<file path="src/rtl/mux_frame_serializer.sv">
// Frame serializer: latches up to K words per load and streams them
// out one per valid/ready handshake through a K-to-1 word select.
module mux_frame_serializer #(
    parameter  int K    = 4,
    parameter  int SIZE = 16,
    localparam int BIT  = $clog2(K)
) (
    input  logic              clk,
    input  logic              rst,
    input  logic              in_valid,
    output logic              in_ready,
    input  logic [K*SIZE-1:0] in_data,
    input  logic [BIT:0]      in_len,
    output logic              out_valid,
    input  logic              out_ready,
    output logic [SIZE-1:0]   out_data,
    output logic              out_last,
    output logic [BIT-1:0]    sel,
    output logic              frame_done
);

    typedef enum logic {IDLE, SEND} state_t;

    localparam logic [BIT:0] KLEN = (BIT+1)'(K);
    localparam logic [BIT:0] ONE  = (BIT+1)'(1);

    state_t          r_state;
    state_t          w_next_state;
    logic [SIZE-1:0] r_bank [K];
    logic [BIT-1:0]  r_sel;
    logic [BIT:0]    r_len;
    logic            r_done;

    logic [BIT:0]    w_len_clamp;
    logic            w_last;
    logic            w_load;
    logic            w_adv;
    logic            w_fin;

    assign w_len_clamp = (in_len > KLEN) ? KLEN : in_len;
    assign w_last      = (r_state == SEND) && ({1'b0, r_sel} == r_len - ONE);

    always_comb begin
        w_next_state = r_state;
        w_load       = 1'b0;
        w_adv        = 1'b0;
        w_fin        = 1'b0;
        unique case (r_state)
            IDLE: begin
                if (in_valid) begin
                    w_load = 1'b1;
                    // A zero-length frame is swallowed without leaving IDLE
                    if (w_len_clamp != '0) w_next_state = SEND;
                end
            end
            SEND: begin
                if (out_ready) begin
                    if (w_last) begin
                        w_fin        = 1'b1;
                        w_next_state = IDLE;
                    end else begin
                        w_adv = 1'b1;
                    end
                end
            end
            default: w_next_state = IDLE;
        endcase
    end

    always_ff @(posedge clk) begin
        if (rst) r_state <= IDLE;
        else     r_state <= w_next_state;
    end

    always_ff @(posedge clk) begin
        if (rst) begin
            r_sel  <= '0;
            r_len  <= '0;
            r_done <= 1'b0;
            for (int i = 0; i < K; i++) r_bank[i] <= '0;
        end else begin
            r_done <= w_fin;
            if (w_load) begin
                for (int i = 0; i < K; i++) r_bank[i] <= in_data[i*SIZE +: SIZE];
                r_len <= w_len_clamp;
                r_sel <= '0;
            end else if (w_adv) begin
                r_sel <= r_sel + BIT'(1);
            end else if (w_fin) begin
                r_sel <= '0;
            end
        end
    end

    assign in_ready   = (r_state == IDLE);
    assign out_valid  = (r_state == SEND);
    assign out_last   = w_last;
    assign out_data   = r_bank[r_sel];
    assign sel        = r_sel;
    assign frame_done = r_done;

endmodule

</file>
<file path="config.mk">
export PLATFORM = sky130hd
export DESIGN_NAME = mux_frame_serializer
export DESIGN_NICKNAME = d
export VERILOG_FILES = /design/src/rtl/mux_frame_serializer.sv
export SDC_FILE = /design/constraint.sdc
export NUM_CORES = 1
export LEC_CHECK = 0
export CORE_UTILIZATION = 50
export DETAILED_ROUTE_END_ITERATION = 16
export DONT_BUFFER_PORTS = 1
export HOLD_SLACK_MARGIN = 0.12
export PLACE_DENSITY = 0.68
export SYNTH_ARGS = -nofsm -noshare
export SYNTH_HDL_FRONTEND = slang
export SYNTH_SLANG_ARGS = --single-unit
</file>
<file path="constraint.sdc">
create_clock -name clk -period 2.29 [get_ports clk]
set_clock_uncertainty 0.15 [all_clocks]
set_input_delay 0.229 -clock clk [delete_from_list [all_inputs] [get_ports clk]]
set_output_delay 0.229 -clock clk [all_outputs]
set_load 0.01 [all_outputs]
</file>
# Yosys cells after proc, flatten, opt, wreduce, memory -nomap -nowiden
# Memories as Yosys holds them, arrays and structs flattened. A register that Yosys moved wholly into a read port is not among the register bits.
# Index checks and enable logic that the tools add are counted.
# W data, S select, Z words.
[totals]
regBits = 7
mem_bits_rw = 64
wordCells = 44
memories = 1
[classes]
n_addsub = 2
magnitude_cmp = 1
eq_ne = 1
mux = 26
n_bitwise = 5
reduce_logical = 4
[memory_table]
columns = ["memory", "words", "width", "rd", "rd_ports_with_merged_regs", "wr", "line", "text"]
rows = [
  ["r_bank", 4, 16, 1, 1, 4, "29", "logic [SIZE-1:0] r_bank [K];"],
]
[ops]
columns = ["cell", "count"]
rows = [
  ["$mux W16", 4],
  ["$mux W1", 16],
  ["$mux W2", 4],
  ["$or A1 B1 Y1", 4],
  ["$eq A2 B3 Y1", 1],
  ["$gt A3 B3 Y1 const B", 1],
  ["$mux W3", 1],
  ["$reduce_bool A3 Y1", 1],
  ["$sub A3 B1 Y3 const B", 1],
  ["$add A2 B1 Y2 const B", 1],
  ["$pmux W1 S2", 1],
  ["$reduce_bool A2 Y1", 1],
  ["$reduce_or A2 Y1", 1],
  ["$logic_and A1 B1 Y1", 1],
  ["$not A1 Y1", 1],
]

# Depth between registers and ports, before layout
[depth]
word_depth = 10
ltp_mapped = 5
mapped_depth_nobuf = 5

# Worst setup path before layout
# OpenSTA, ideal clock, no wires.
[synth_path]
kind = "register -> register"
start = "reg r_state, in the netlist out_valid"
end = "reg with a tool-made name"
arrival_ns = 2.115
required_time_ns = 1.939
setup_slack_ns = -0.176
path_stages_with_launch = 5
path_buffers = 0
synth_period_minus_slack_ns = 2.466
cell_sequence = "dfxtp_1 -> inv_2 -> a21oi_1 -> inv_1 -> o22ai_1"
[synth_lines]
columns = ["item", "line", "text"]
rows = [
  ["from (decl)", "27", "state_t r_state;"],
  ["from (signal assigned)", "72", "else r_state <= w_next_state;"],
]

# Worst setup path in the final report
[layout_path]
start = "reg r_len[0]"
end = "reg r_state, in the netlist out_valid"
[layout_via]
elab_chain_cells = 6
[layout_lines]
columns = ["item", "line", "text"]
rows = [
  ["from (decl)", "31", "logic [BIT:0] r_len;"],
  ["from (signal assigned)", "85", "r_len <= w_len_clamp;"],
  ["$sub A3 B1 Y3", "41", "assign w_last = (r_state == SEND) && ({1'b0, r_sel} == r_len - ONE);"],
  ["$eq A2 B3 Y1", "41", ""],
  ["$logic_and A1 B1 Y1", "41", ""],
  ["$mux W1", "58", "if (w_last) begin"],
  ["$mux W1", "57", "if (out_ready) begin"],
  ["$pmux W1 S2", "48", "unique case (r_state)"],
]
# No other way between the ends.
# A chain may end at the register's enable or synchronous reset.

==> results.yml <==
run_status:
  status: "finished, final reports clean"
power:
  ir_worst_vdd_mv: 0.532
  finalPower_mw: 2.92
  leakage_nw: 1.53
  p_per_area_nw_per_um2: 701
route:
  vias: 1880
  dr.pass1.iters: 4
  ant_nets: 0
  drt_iter0_drc: 119
  drc: 0
  via_per_inst: 5.31
  drt-wirelength-per-cell_um: 17.3
  wirelength_mm: 6.13
clocking:
  insertion_delay_ps: 320
  clkSinkCount: 73
  cts_tree: "yes"
  clkSlewWorstSetupHoldPaths_ps: 70
  cts_inserted_buffers: 9
  htreeDepth: 3
  cts_root_buf: "clkbuf_8"
  clockBufferDepth: 2
worst_setup_path:
  cp.required_ps: 2350
  critPathKind: "register to register"
  end_kind: "register"
  worstPathArrival_ps: 2240
  cp-start-kind: "register"
  worstPathMaxFanout: 5
die:
  die_area_um2: 6600
  die_y_um: 81.2
  die_w_um: 81.2
  rows: 28
  start_util_pct: 52.4
  num_io_pins: 93
  core_um2: 5990
synthesis:
  seq_area_frac_synth_pct: 67.0
  ys_seq_elements: 73
  syn-num-nets: 269
  yosys.area.top_type: "edfxtp_1"
  synthTopCellsByArea: "edfxtp_1 (61%), and2_1 (13%), mux4_2 (11%)"
  ys_types: 31
  syn_area_per_cell_um2: 15.9
  yosysTopAreaCellShare_pct: 61.2
  synthCells: 197
  yosys_warnings: 0
  synth_area_um2: 3140
global_routing:
  grt_pass1_wl_mm: 9.36
  antenna_found_initial: 0
  grtUsageTotal_pct: 20.1
  gr-total-overflow: 0
  grt_pass1_vias: 2011
  grt_max_degree: 66
sta:
  hold_viol: 0
  maxSlewViolCount: 0
  slew_headroom_pct: 67.1
  fin_crit_sh_pct: 95.2
  rsz0062_at_grt: "no"
  setup_viol: 0
  tightest_slew_ps: 489
  fin_crit_ps: 2180
  finalSetupTns_ps: 0
  max_freq_mhz: 459
final_layout:
  fillers: 391
  drive_gt1_share_pct: 15.1
  nets: 346
  diodes: 0
  synthToLayoutAreaGrowth_pct: 32.6
placement:
  dp_hpwl_mm: 3.53
  port_buffers: 0
  gp_congestion: 0.879
min_path:
  hold_path.class: "register to register"
run:
  cap_violations: 0
==> where the power goes <==
| group | total [mW] | internal [mW] | leakage [nW] | switching [mW] |
|---|---|---|---|---|
| Sequential | 1.58 | 1.55 | 0.766 | 0.0308 |
| Combinational | 0.297 | 0.166 | 0.658 | 0.131 |
| Clock | 1.04 | 0.602 | 0.104 | 0.436 |
| Total | 2.92 | 2.32 | 1.53 | 0.598 |
==> per-layer routing <==
metal	vias up	part of all wire [%]	global-route usage, %
met5	-	0	0
met4	0	2.1	10.4
met3	12	5.3	5.17
met2	67	55	36.4
met1	924	37	21.5
li1	877	-	-
==> per-stage QoR <==
stage / util (%) / setup WS [ps] / cells / instance area (um2) / hold slack, ps
2_1_floorplan: - / 48.5 / 197 / 3150 / 151
3_3_place_gp: 54.0 / 589 / 267 / 3230 / 155
3_5_place_dp: 54.0 / 530 / 267 / 3230 / 155
4_1_cts: 69.3 / 89.7 / 354 / 4150 / 318
5_1_grt: 69.5 / 30.0 / 354 / 4160 / 368
6_report: 69.5 / 110 / 354 / 4160 / 330
==> cell families after synthesis <==
| family | Yosys count | share of synthesized area, % |
|---|---|---|
| and+or+nand+nor | 80 | 15.8 |
| adders and majority gates | 1 | 0.399 |
| xor gates and xnor gates | 3 | 0.837 |
| muxes | 16 | 11.5 |
| buffers and inverters | 15 | 2.43 |
| AOI/OAI and AO/OA | 9 | 2.07 |
| DFF | 73 | 67.0 |
==> Yosys cell counts <==
| master | number |
|---|---|
| nor4_1 | 1 |
| mux4_2 | 16 |
| a221oi_1 | 1 |
| or2_0 | 1 |
| a311oi_1 | 1 |
| nand2b_1 | 2 |
| edfxtp_1 | 64 |
| nor3_2 | 1 |
| nand3_1 | 2 |
| xor2_1 | 1 |
| inv_2 | 1 |
| clkbuf_1 | 2 |
| nand3b_1 | 1 |
| or3_1 | 1 |
| buf_2 | 7 |
| nor3_1 | 1 |
| inv_1 | 3 |
| dfxtp_1 | 9 |
| buf_6 | 1 |
| nor2_1 | 2 |
| o21ai_0 | 1 |
| or4b_1 | 1 |
| a21oi_1 | 2 |
| nand2_1 | 2 |
| buf_4 | 1 |
| nor3b_1 | 1 |
| and2_1 | 64 |
| o22ai_1 | 1 |
| xnor2_1 | 2 |
| ha_1 | 1 |
| a22o_1 | 3 |
==> registers in the layout, indices dropped and copies added (netlist names), named ones only <==
signal	count
sel	2
r_len	3
out_valid	1
r_bank	64
frame_done	1
==> timing repair <==
item / 4_1_cts / 5_1_grt
hold buffers: 71 / 0
resized for setup: 0 / 1
setup endpoints to repair: 0 / 1
endpoints found under the hold margin: 73 / 0
setup buffers: 0 / 0
==> worst max-delay path, cell delays in order, from the launching register on <==
cell           delay [ps]
dfxtp_1               420
inv_1                  80
ha_1                  360
xnor2_2               170
nor3_2                200
a311oi_1              120
dlygate4sd3_1         570
==> cell type report <==
type	instances	area [um2]	area share (%)
Sequential cell	73	2100	50.5
Multi-Input combinational cell	109	982	23.6
Timing Repair Buffer	77	756	18.2
Clock buffer	9	124	2.98
Tap cell	75	93.8	2.25
Clock inverter	7	85.1	2.04
Inverter	4	18.8	0.451
==> layout by cell type, fill, tap and decap left out <==
cell type	count
a21oi_4	1
xnor2_2	1
xor2_1	1
nor4_1	1
clkinv_2	2
dlygate4sd3_1	71
ha_1	1
and2_1	64
nand2_1	2
inv_1	2
or3_1	1
or4b_1	1
nand3b_1	1
or2_0	1
nor2_1	1
nand2b_1	2
xnor2_1	1
inv_2	1
a21oi_1	1
nor3b_1	1
nand3_1	2
mux4_2	16
bufinv_16	2
nor3_1	1
buf_4	6
a311oi_1	1
edfxtp_1	64
nor2_2	1
nor3_2	1
clkinv_1	2
o22ai_1	1
dfxtp_1	9
o21ai_0	1
clkinvlp_4	2
a22o_1	3
clkbuf_8	9
a221oi_1	1
==> worst paths after layout <==
kind | start | endpoint | slack [ps] | depth (start not counted)
max | r_len[0] | out_valid | 110 | 6
min | r_len[1] | r_len[1] | 330 | 1
max reg2reg | r_len[0] | out_valid | 110 | 6
min reg2reg | r_len[1] | r_len[1] | 330 | 1
(Power assumes the default switching activity.)
